===== config.mk =====
export PLATFORM = sky130hd
export DESIGN_NAME = ni_csr_irq_ctrl
export DESIGN_NICKNAME = d
export VERILOG_FILES = /design/src/rtl/ni_csr_irq_ctrl.sv
export SDC_FILE = /design/constraint.sdc
export NUM_CORES = 1
export LEC_CHECK = 0
export CAP_MARGIN = 25
export CORE_AREA = 2 2 126 128
export DETAILED_ROUTE_END_ITERATION = 12
export DIE_AREA = 0 0 128 130
export MAX_ROUTING_LAYER = met4
export PLACE_DENSITY = 0.68
export REMOVE_ABC_BUFFERS = 1
export SYNTH_ARGS = -nofsm -noshare
export SYNTH_HDL_FRONTEND = slang
export SYNTH_SLANG_ARGS = --single-unit

===== constraint.sdc =====
create_clock -name clk_axi -period 7.2 [get_ports clk_axi]
set_input_delay 0.72 -clock clk_axi [delete_from_list [all_inputs] [get_ports clk_axi]]
set_output_delay 0.72 -clock clk_axi [all_outputs]
set_load 0.01 [all_outputs]

===== src/rtl/ni_csr_irq_ctrl.sv =====
// ni_csr_irq_ctrl: network-interface CSR bank for the NI AXI slave.
// Single-beat CSR decode with a registered response one cycle after the request.
// Per-VC interrupt control: sticky W1C pending flags, mask, trigger-mode select
// with occupancy threshold, and an interrupt-coalescing timer.
module ni_csr_irq_ctrl #(
  parameter int          NUM_VC      = 3,
  parameter int          ROUTER_X_ID = 0,
  parameter int          ROUTER_Y_ID = 0,
  parameter int          ADDR_W      = 16,
  parameter int          OCUP_W      = 16,
  parameter int          PKT_W       = 8,
  parameter int          COAL_W      = 16,
  parameter logic [31:0] VERSION     = 32'h0002_0000
) (
  input  logic                     clk_axi,
  input  logic                     arst_axi_n,
  input  logic                     csr_valid_i,
  input  logic                     csr_wr_i,
  input  logic [ADDR_W-1:0]        csr_addr_i,
  input  logic [31:0]              csr_wdata_i,
  output logic                     csr_ready_o,
  output logic                     csr_rvalid_o,
  output logic [31:0]              csr_rdata_o,
  output logic                     csr_error_o,
  input  logic [NUM_VC-1:0]        empty_vc_i,
  input  logic [NUM_VC-1:0]        full_vc_i,
  input  logic [NUM_VC*OCUP_W-1:0] ocup_vc_i,
  input  logic [NUM_VC*PKT_W-1:0]  pkt_size_vc_i,
  output logic [NUM_VC-1:0]        irq_vcs_o,
  output logic                     irq_trig_o
);

  localparam logic [ADDR_W-1:0] A_VERSION = ADDR_W'(32'h00);
  localparam logic [ADDR_W-1:0] A_X_ID    = ADDR_W'(32'h04);
  localparam logic [ADDR_W-1:0] A_Y_ID    = ADDR_W'(32'h08);
  localparam logic [ADDR_W-1:0] A_RAW     = ADDR_W'(32'h0C);
  localparam logic [ADDR_W-1:0] A_PEND    = ADDR_W'(32'h10);
  localparam logic [ADDR_W-1:0] A_MASK    = ADDR_W'(32'h14);
  localparam logic [ADDR_W-1:0] A_MODE    = ADDR_W'(32'h18);
  localparam logic [ADDR_W-1:0] A_THRESH  = ADDR_W'(32'h1C);
  localparam logic [ADDR_W-1:0] A_COAL    = ADDR_W'(32'h20);

  logic [NUM_VC-1:0] mask_q, pending_q, cond, cond_p1, cond_edge, pend_clr;
  logic [1:0]        mode_q;
  logic [OCUP_W-1:0] thresh_q;
  logic [COAL_W-1:0] coal_q, coal_cnt_q, coal_cnt_nxt;
  logic [31:0]       rd_val;
  logic              hit, ro, req_err, wr_ok, any_irq;
  logic              we_pend, we_mask, we_mode, we_thresh, we_coal;

  assign csr_ready_o = 1'b1;

  // Live per-VC interrupt condition for the currently selected trigger mode
  always_comb begin
    cond = '0;
    for (int i = 0; i < NUM_VC; i++) begin
      case (mode_q)
        2'd0:    cond[i] = ~empty_vc_i[i];
        2'd1:    cond[i] = full_vc_i[i];
        2'd2:    cond[i] = (ocup_vc_i[i*OCUP_W +: OCUP_W] >= thresh_q);
        default: cond[i] = 1'b0;
      endcase
    end
  end

  // Address decode: read value, mapped flag and read-only classification
  always_comb begin
    rd_val = '0;
    hit    = 1'b0;
    ro     = 1'b0;
    if (csr_addr_i[1:0] == 2'b00) begin
      if (csr_addr_i == A_VERSION) begin
        hit = 1'b1; ro = 1'b1; rd_val = VERSION;
      end else if (csr_addr_i == A_X_ID) begin
        hit = 1'b1; ro = 1'b1; rd_val = 32'(ROUTER_X_ID);
      end else if (csr_addr_i == A_Y_ID) begin
        hit = 1'b1; ro = 1'b1; rd_val = 32'(ROUTER_Y_ID);
      end else if (csr_addr_i == A_RAW) begin
        hit = 1'b1; ro = 1'b1; rd_val[NUM_VC-1:0] = cond;
      end else if (csr_addr_i == A_PEND) begin
        hit = 1'b1; rd_val[NUM_VC-1:0] = pending_q;
      end else if (csr_addr_i == A_MASK) begin
        hit = 1'b1; rd_val[NUM_VC-1:0] = mask_q;
      end else if (csr_addr_i == A_MODE) begin
        hit = 1'b1; rd_val[1:0] = mode_q;
      end else if (csr_addr_i == A_THRESH) begin
        hit = 1'b1; rd_val[OCUP_W-1:0] = thresh_q;
      end else if (csr_addr_i == A_COAL) begin
        hit = 1'b1; rd_val[COAL_W-1:0] = coal_q;
      end else begin
        for (int i = 0; i < NUM_VC; i++) begin
          if (csr_addr_i == ADDR_W'(64 + 4*i)) begin
            hit = 1'b1;
            ro  = 1'b1;
            rd_val[PKT_W-1:0] = pkt_size_vc_i[i*PKT_W +: PKT_W];
          end
        end
      end
    end
  end

  // An erroring request (unmapped, RO write, reserved MODE) must not touch state
  assign req_err   = ~hit | (csr_wr_i & (ro | ((csr_addr_i == A_MODE) & (csr_wdata_i[1:0] == 2'b11))));
  assign wr_ok     = csr_valid_i & csr_wr_i & ~req_err;
  assign we_pend   = wr_ok & (csr_addr_i == A_PEND);
  assign we_mask   = wr_ok & (csr_addr_i == A_MASK);
  assign we_mode   = wr_ok & (csr_addr_i == A_MODE);
  assign we_thresh = wr_ok & (csr_addr_i == A_THRESH);
  assign we_coal   = wr_ok & (csr_addr_i == A_COAL);

  assign pend_clr  = we_pend ? csr_wdata_i[NUM_VC-1:0] : '0;
  assign cond_edge = cond & ~cond_p1;
  assign any_irq   = |(pending_q & mask_q);
  // Counter saturates at COAL so it can sit there while the interrupt holds
  assign coal_cnt_nxt = (coal_cnt_q >= coal_q) ? coal_q : coal_cnt_q + COAL_W'(1);

  // Registered response; rdata only moves on a successful read
  always_ff @(posedge clk_axi or negedge arst_axi_n) begin
    if (!arst_axi_n) begin
      csr_rvalid_o <= 1'b0;
      csr_error_o  <= 1'b0;
      csr_rdata_o  <= '0;
    end else begin
      csr_rvalid_o <= csr_valid_i;
      csr_error_o  <= csr_valid_i & req_err;
      if (csr_valid_i && !csr_wr_i && !req_err)
        csr_rdata_o <= rd_val;
    end
  end

  // Configuration registers
  always_ff @(posedge clk_axi or negedge arst_axi_n) begin
    if (!arst_axi_n) begin
      mask_q   <= '1;
      mode_q   <= 2'd0;
      thresh_q <= '0;
      coal_q   <= '0;
    end else begin
      if (we_mask)   mask_q   <= csr_wdata_i[NUM_VC-1:0];
      if (we_mode)   mode_q   <= csr_wdata_i[1:0];
      if (we_thresh) thresh_q <= csr_wdata_i[OCUP_W-1:0];
      if (we_coal)   coal_q   <= csr_wdata_i[COAL_W-1:0];
    end
  end

  // Sticky pending flags (set beats W1C) and condition history; a MODE write
  // wipes the history so an already-true condition re-triggers
  always_ff @(posedge clk_axi or negedge arst_axi_n) begin
    if (!arst_axi_n) begin
      pending_q <= '0;
      cond_p1   <= '0;
    end else begin
      pending_q <= (pending_q & ~pend_clr) | cond_edge;
      cond_p1   <= we_mode ? '0 : cond;
    end
  end

  // Masked per-VC lines and the coalesced interrupt
  always_ff @(posedge clk_axi or negedge arst_axi_n) begin
    if (!arst_axi_n) begin
      irq_vcs_o  <= '0;
      irq_trig_o <= 1'b0;
      coal_cnt_q <= '0;
    end else begin
      irq_vcs_o <= pending_q & mask_q;
      if (we_coal) begin
        coal_cnt_q <= '0;
        irq_trig_o <= any_irq & (csr_wdata_i[COAL_W-1:0] == '0);
      end else if (any_irq) begin
        coal_cnt_q <= coal_cnt_nxt;
        irq_trig_o <= (coal_cnt_nxt == coal_q);
      end else begin
        coal_cnt_q <= '0;
        irq_trig_o <= 1'b0;
      end
    end
  end

endmodule


Yosys cells after proc, flatten, opt, wreduce, memory -nomap -nowiden. Cells that the tools add are included.

$add $sub $neg: 1. Order comparisons: 4. Equal/unequal tests: 15. Muxes and demuxes: 51. Bitwise gates (word level): 24. Reduce and logical (&&, ||, !) cells: 9.

Operator list (number): $mux W16 (6); $eq A16 B5 Y1 const B (4); $ge A16 B16 Y1 (4); $eq A16 B7 Y1 const B (3); $mux W8 (5); $mux W13 (3); $mux W18 (2); $eq A16 B4 Y1 const B (2); $logic_not A16 Y1 (2); $mux W1 (25); $add A16 B1 Y16 const B (1); $eq A16 B16 Y1 (1); $eq A16 B3 Y1 const B (1); $eq A16 B6 Y1 const B (1); $mux W3 (5); $mux W14 (1); $and A1 B1 Y1 (11); $and A3 B3 Y3 (3); $pmux W1 S3 (3); $not A3 Y3 (2); $not A1 Y1 (5); $eq A2 B2 Y1 const B (2); $logic_not A2 Y1 (2); $or A3 B3 Y3 (1); 6 further kinds (9).

Register bits: 97. Input bits: 130. Output and inout port bits: 39.

Logic depth before layout (Yosys ltp).
Depth in word-level cells: 24. Mapped depth: 10. Depth with buffers taken out: 9.

Worst setup path after synthesis. No wires, ideal clock.

Kind: input to register. Start point: input csr_addr_i[10]. End point: register mode_q[0]. Setup time: 0.125 ns. Arrival: 2.777 ns. Data required time: 7.075 ns. Path slack: 4.298 ns. Stages: 7. Cell sequence: or4_1 > nor4b_2 > nand4_1 > a211oi_2 > and3_1 > buf_2 > mux2_4.

Longest elaborated chain between the ends: 20. Elaborated cells between the ends (all ways): 43.

RTL lines: start, declared (line 19) `input logic [ADDR_W-1:0] csr_addr_i,`; $eq A16 B7 Y1 (line 92) `if (csr_addr_i == ADDR_W'(64 + 4*i)) begin`; $mux W1 (3 in a row) (line 92); $mux W1 (line 88) `end else if (csr_addr_i == A_COAL) begin`; $mux W1 (line 86) `end else if (csr_addr_i == A_THRESH) begin`; $mux W1 (line 84) `end else if (csr_addr_i == A_MODE) begin`; $mux W1 (line 82) `end else if (csr_addr_i == A_MASK) begin`; $mux W1 (line 80) `end else if (csr_addr_i == A_PEND) begin`; $mux W1 (line 78) `end else if (csr_addr_i == A_RAW) begin`; (+2 left out); $mux W1 (line 72) `if (csr_addr_i == A_VERSION) begin`; $mux W1 (line 71) `if (csr_addr_i[1:0] == 2'b00) begin`; $or A1 B1 Y1 (line 103) `assign req_err = ~hit | (csr_wr_i & (ro | ((csr_addr_i == A_MODE) & (csr_wdata_i[1:0] == 2'b11))));`; $and A1 B1 Y1 (line 103); $or A1 B1 Y1 (line 103); $not A1 Y1 (line 104) `assign wr_ok = csr_valid_i & csr_wr_i & ~req_err;`; $and A1 B1 Y1 (line 104); $and A1 B1 Y1 * (line 107) `assign we_mode = wr_ok & (csr_addr_i == A_MODE);`; end signal, assigned (line 140) `if (we_mode) mode_q <= csr_wdata_i[1:0];`; end, declared (line 44) `logic [1:0] mode_q;`.

Every way passes the cells marked *; elsewhere a longest branch is shown, timed or not. A chain may end at the register's enable or synchronous reset.

Final worst setup path.
Start point: input csr_addr_i[14]. End point: register coal_cnt_q[4].

Longest elaborated chain between the ends: 21. Elaborated cells between the ends (all ways): 44.

RTL lines: $eq A16 B7 Y1 (line 92); $mux W1 (3 in a row) (line 92); $mux W1 (line 88); $mux W1 (line 86); $mux W1 (line 84); $mux W1 (line 82); $mux W1 (line 80); $mux W1 (line 78); (+3 left out); $mux W1 (line 71); $or A1 B1 Y1 (line 103); $and A1 B1 Y1 (line 103); $or A1 B1 Y1 (line 103); $not A1 Y1 (line 104); $and A1 B1 Y1 (line 104); $and A1 B1 Y1 * (line 109) `assign we_coal = wr_ok & (csr_addr_i == A_COAL);`; $mux W16 * (line 166) `if (we_coal) begin`; end signal, assigned (line 170) `coal_cnt_q <= coal_cnt_nxt;`; end, declared (line 46) `logic [COAL_W-1:0] coal_q, coal_cnt_q, coal_cnt_nxt;`.

Marked as above.

==> metrics <==
Starting Density 0.3904; most frequent cell after synthesis dfrtp_1; Via density between 5 and 6; Hold WS between 0.2 and 0.3 ns; Setup Viol. Count Final 0; number of flops mapped to enable cells by yosys 0; leading area contributor after synthesis dfrtp_1; sequential share of the synthesized area 0.3414; outcome complete, no violations; First-pass DRT Iterations 6; layout net count roughly 980; setup tns final 0 ns; Reg clk slew, reported paths about 0.070 ns; dominant register cell in the synthesized netlist dfrtp_1; worst skew pair latency 0.35 ns; detailed placement HPWL roughly 14 mm; minimum clock period between 3 and 4 ns; Final Hold Fails 0; Core ar. around 0.015 mm2; CTS Buffer Depth 2; global route overflow 0; sequential cell area a little over 0.002 mm2; CP Launch Type input port; GPL Wtd Cong 0.8918; Ports approximately 170; Setup crit end kind flip-flop; CP arrival just under 4 ns; Worst path max stage delay roughly 0.6 ns; GRT Resource Usage Total 0.2235; HP Class in2async; synth top area cells dfrtp_1 33%, ha_1 14%, nand2_1 4.7%; Die X 128 um; FF+latch count, synth 82; Finished Layout Cells 984; Post-synth ARST share 1.000; CTS H-tree depth 3; largest net degree at the start of global routing between 60 and 70; Worst-Margin Slew between 1 and 1.5 ns; vias in the first global route approximately 5300; Avg WL per Cell between 15 and 20 um; yosys warns 0; placed instance area 0.007508 mm2; multi-input logic area 0.003642 mm2; Mapped Cells approximately 660; max-slew violations 0; CP max stage cell or2_1; synthesis-to-layout area growth 30.31%; dpl cells approximately 970; critical path class in2reg; initial DRC count roughly 440; Rows 46; Max rail drop VDD between 100 and 150 uV; CTS tree built; Routed Antenna Nets 0; Power Total 1.066 mW; fin crit share 0.5158; layout cells sized above 1 0.06313; Fmax roughly 270 MHz; die height ~130 um; global-route wire length before repair approximately 28 mm; fill cell count between 1000 and 1500; CTS Sinks roughly 80; # DRC 0; root buffer cell clkbuf_16; number of antenna violations at the first check in global routing 0; mean post-synth cell area about 9.2 um2; Power Density around 140 mW/mm2; Unique masters post-synth 67; post-route cell area ~0.008 mm2; Synth top area share 0.3283; worst r2r src thresh_q[0]$_DFFE_PN0P_; Post-CTS Setup Bufs 0; CTS Hold Bufs 0; DRT Wirelength around 17 mm; die area 0.01664 mm2; crit path cell chain clkdlybuf4s50_1 > or4_4 > nor4_4 > nand4_1 > a2111oi_4 > buf_4 > or2_1 > nor2_1; Post-CTS Resized 0; MaxCap Viol Count 0; worst setup path startpoint csr_addr_i[14]; DR vias ~5400; IO buf count 136; leakage power around 3.5 nW; Slew headroom 0.2925; critical path fanouts, max 31; diode count 0; Num CTS Buffers 9; RSZ-0062 raised after global routing false; CP required between 7 and 8 ns; Mapped Area 0.006022 mm2; Worst Skew roughly 0.0094 ns; synth cell count leaders 79 x dfrtp_1, 75 x nand2_1, 65 x ha_1, 51 x nor2_1, 39 x inv_1
## worst paths after layout
check,endpoint,slack [ns],cells past startpoint
min reg2reg,pending_q[1]$_DFF_PN0_,0.42,1
min,coal_cnt_q[3]$_DFF_PN0_,0.27,1
max in group asynchronous,mask_q[2]$_DFFE_PN1P_,6.28,2
min in group clk_axi,pending_q[1]$_DFF_PN0_,0.42,1
max,coal_cnt_q[4]$_DFF_PN0_,3.49,8
max reg2reg,csr_rdata_o[1]$_DFFE_PN0P_,4.34,8
## cell type report
cell class                 count  share of cell area
clock buffer                  10             0.03045
multi-input combinational    512              0.4641
timing repair buffer         143              0.1849
tap                          192             0.03061
clock inverter                 6            0.009247
inverter                      39             0.01865
sequential                    82              0.2620
## critical path: cells and delay by family
kind | cells | cell delay [ns]
simple gates | 5 | 2.05
buf+inv | 2 | 0.77
compound gates | 1 | 0.35
## state kept, by name (all words and copies together), names as in the netlist
register,count
csr_rdata_o,17
csr_rvalid_o,1
irq_trig_o,1
mask_q,3
coal_q,16
mode_q,2
thresh_q,16
irq_vcs_o,3
pending_q,3
cond_p1,3
coal_cnt_q,16
csr_error_o,1
## power breakdown
part,leakage [nW],total (mW),internal [mW],switching (mW)
Sequential,0.958,0.461,0.461,0.000164
Clock,0.150,0.480,0.282,0.198
Combinational,2.39,0.125,0.0713,0.0534
## placed cells by master, fill, tap and decap left out, types with 19 or more instances in the layout
cell	n
a21oi_1	26
clkdlybuf4s50_1	135
mux2i_1	19
xnor2_1	19
nor2_1	51
o21ai_0	29
dfrtp_1	79
o21ai_1	30
nand2_1	75
inv_1	39
ha_1	65
## kinds of logic (layout without fill, tap and decap cells)
| logic type | Yosys count | in the layout | share of synthesized area |
|---|---|---|---|
| XOR/XNOR | 27 | 27 | 0.04841 |
| multiplexers | 28 | 28 | 0.05340 |
| AND/OR/NAND/NOR | 217 | 217 | 0.1843 |
| flip-flops | 82 | 82 | 0.3414 |
| adder cells (fa/ha/maj) | 65 | 65 | 0.1351 |
| other | 2 | 16 | 0.001247 |
| buffers and inverters | 78 | 198 | 0.06524 |
| AO/OA/AOI/OAI | 159 | 159 | 0.1710 |
## metrics by stage
stage	setup slack (ns)	util
finish	3.486	0.5088
global route	3.266	0.5088
CTS	3.186	0.5070
detailed placement	2.829	0.4868
global placement	2.915	0.4850
floorplan	3.181	-
## routing by layer
layer / up-vias / GRT usage / share of wire / wire length, um
met5: - / - / 0 / 0
met3: 24 / 0.04018 / 0.057 / 990
met2: 185 / 0.3533 / 0.47 / 8112
met1: 2553 / 0.2939 / 0.45 / 7849
met4: 0 / 0.07046 / 0.022 / 388
li1: 2613 / - / - / -
Power figures use the tool's default switching activity.
==> RTL edit (same settings) <==
`VERSION`: 32'h0002_0000 -> 32'h00010000.
--- a/src/rtl/ni_csr_irq_ctrl.sv
+++ b/src/rtl/ni_csr_irq_ctrl.sv
@@ -10,7 +10,7 @@
   parameter int          OCUP_W      = 16,
   parameter int          PKT_W       = 8,
   parameter int          COAL_W      = 16,
-  parameter logic [31:0] VERSION     = 32'h0002_0000
+  parameter logic [31:0] VERSION     = 32'h00010000
 ) (
   input  logic                     clk_axi,
   input  logic                     arst_axi_n,
Formal check against the unedited RTL: not equivalent (Yosys sat finds a counterexample within 4 cycles, from zero or initial values and one cycle with arst_axi_n low).
==> RTL edit against the original RTL <==
  * Power increased by 4.3%
  * Synthesized area increased by 0.87%
  * Core utilization increased by 0.50 points
  * Wire length increased by 0.90%
  * Worst hold slack got worse by 0.053 ns
  * Cell count increased by 0.51%
  * Sequential share of layout area decreased by 0.26 points
  * Cell area increased by 0.99%
  * Count of clock-buffer cells in the layout decreased by 1
  * Sequential cell count unchanged
  * Worst setup slack improved by 0.17 ns
==> RTL edit: results (changes against the original RTL) <==
Pwr
  – Worst VDD drop: 93.4 uV (was 136 uV)
  – Lkg Pwr: 3.39 nW (was 3.50 nW)

Worst setup path
  – Worst R2R Start: coal_cnt_q[0] (was thresh_q[0])
  – Worst reg-to-reg setup slack: 4.44 ns (was 4.34 ns)
  – Worst r2r dst: irq_trig_o (was csr_rdata_o[1])
  – Critical path fanouts, max: 34 (was 31)

Routing
  – Drt first pass iters: 5 (was 6)
  – Vias: 5,492 (was 5,375)
  – 1st-iter DRT viols: 343 (was 437)

Yosys
  – Post-synthesis cell type count: 71 (was 67)
  – Top cells by count, synth: dfrtp_1, ha_1, nand2_1 (was dfrtp_1, nand2_1, ha_1)
  – Synth top area cells: dfrtp_1, ha_1, o21ai_0, nand2_1, nor2_1 (was dfrtp_1, ha_1, nand2_1, nor2_1, mux2i_1)
  – Most used standard cell by instance count after synthesis: dfrtp_1 (unchanged)
  – Register area share after synthesis: 33.8% (was 34.1%)

Timing
  – Clock Skews: 0.00868 ns (was 0.00936 ns)
  – Worst-margin pin slew: 1.03 ns (was 1.06 ns)

Finish
  – Nets: 987 (was 982)
  – Proportion of layout cells with a drive suffix above 1: 7.28% (was 6.31%)

Placed design
  – Post-DP HPWL: 13,700 um (about the same)

GRT
  – Largest net degree at the start of global routing: 69 (was 61)
  – First-pass GRT wire length: 27,700 um (was 27,900 um)
  – GRT Total Usage: 22.1% (was 22.4%)
  – Vias in the first global route: 5,349 (was 5,320)

Clock network
  – H-tree Lvls: 3 (unchanged)
  – Worst-Skew Late Latency: 0.35 ns (about the same)

Status
  – Status: completed (unchanged)
## RTL edit: cell types whose count changed in the layout (fill, tap and decap cells not counted), moves of 6 or more
cell / before / now
o21ai_1: 30 / 1
nand2_1: 75 / 62
mux2_2: 2 / 11
mux2_1: 3 / 10
o21ai_0: 29 / 51
nand3_1: 13 / 7
## RTL edit: power breakdown
group          switching [mW]  internal (mW)  total (mW)
Clock                   0.204          0.307       0.510
Sequential           0.000501          0.462       0.463
Combinational          0.0606         0.0782       0.139
Total                   0.265          0.848        1.11
## RTL edit: cell families (layout without fill, tap and decap cells)
family	Yosys count	count (layout)	synth area share, %
AO/OA/AOI/OAI	164	164	17.7
XOR/XNOR	25	25	4.18
adder cells (fa/ha/maj)	65	65	13.4
buffers and inverters	83	203	6.38
flip-flops	82	82	33.8
multiplexers	36	36	6.36
other	2	16	0.124
AND/OR/NAND/NOR	206	206	18.0
## RTL edit: worst max-delay path by stage
stage | startpoint | endpoint | slack (ns) | depth (start not counted)
3_3_place_gp | csr_addr_i[3] | coal_cnt_q[6] | 2.87 | 8
4_1_cts | csr_addr_i[3] | coal_cnt_q[6] | 3.13 | 8
6_report | csr_addr_i[3] | coal_cnt_q[6] | 3.65 | 7
2_1_floorplan | csr_addr_i[11] | coal_cnt_q[6] | 3.61 | 6
3_5_place_dp | csr_addr_i[3] | coal_cnt_q[6] | 2.78 | 8
5_1_grt | csr_addr_i[3] | coal_cnt_q[7] | 3.47 | 8
## RTL edit: cell type report
type                            count  area [um2]
Clock buffer                        9         225
Clock inverter                      7        98.8
Fill cell                        1441        7500
Inverter                           43         161
Multi-Input combinational cell    512        3690
Sequential cell                    82        2060
Tap cell                          192         240
Timing Repair Buffer              144        1450
## RTL edit: through the flow
step / area (um2) / instances / worst slack, ns / hold WS (ns)
finish: 7930 / 989 / 3.65 / 0.220
global route: 7930 / 989 / 3.47 / 0.234
CTS: 7860 / 985 / 3.13 / 0.221
detailed placement: 7540 / 969 / 2.78 / 0.403
global placement: 7540 / 969 / 2.87 / 0.398
floorplan: 5900 / 637 / 3.61 / 0.393
## RTL edit: worst max-delay path: stages
cell and delay, ns:
clkdlybuf4s50_1 0.90, nor2b_1 0.70, a31oi_1 0.21, and2_1 0.20, buf_4 0.22, or2_1 0.49, a311oi_1 0.34
## RTL edit: metal layers
metal / global-route usage (%) / share of wire, %
met2: 36.9 / 48
met5: - / 0
met1: 28.3 / 45
met4: 5.62 / 1.4
met3: 3.49 / 5.4
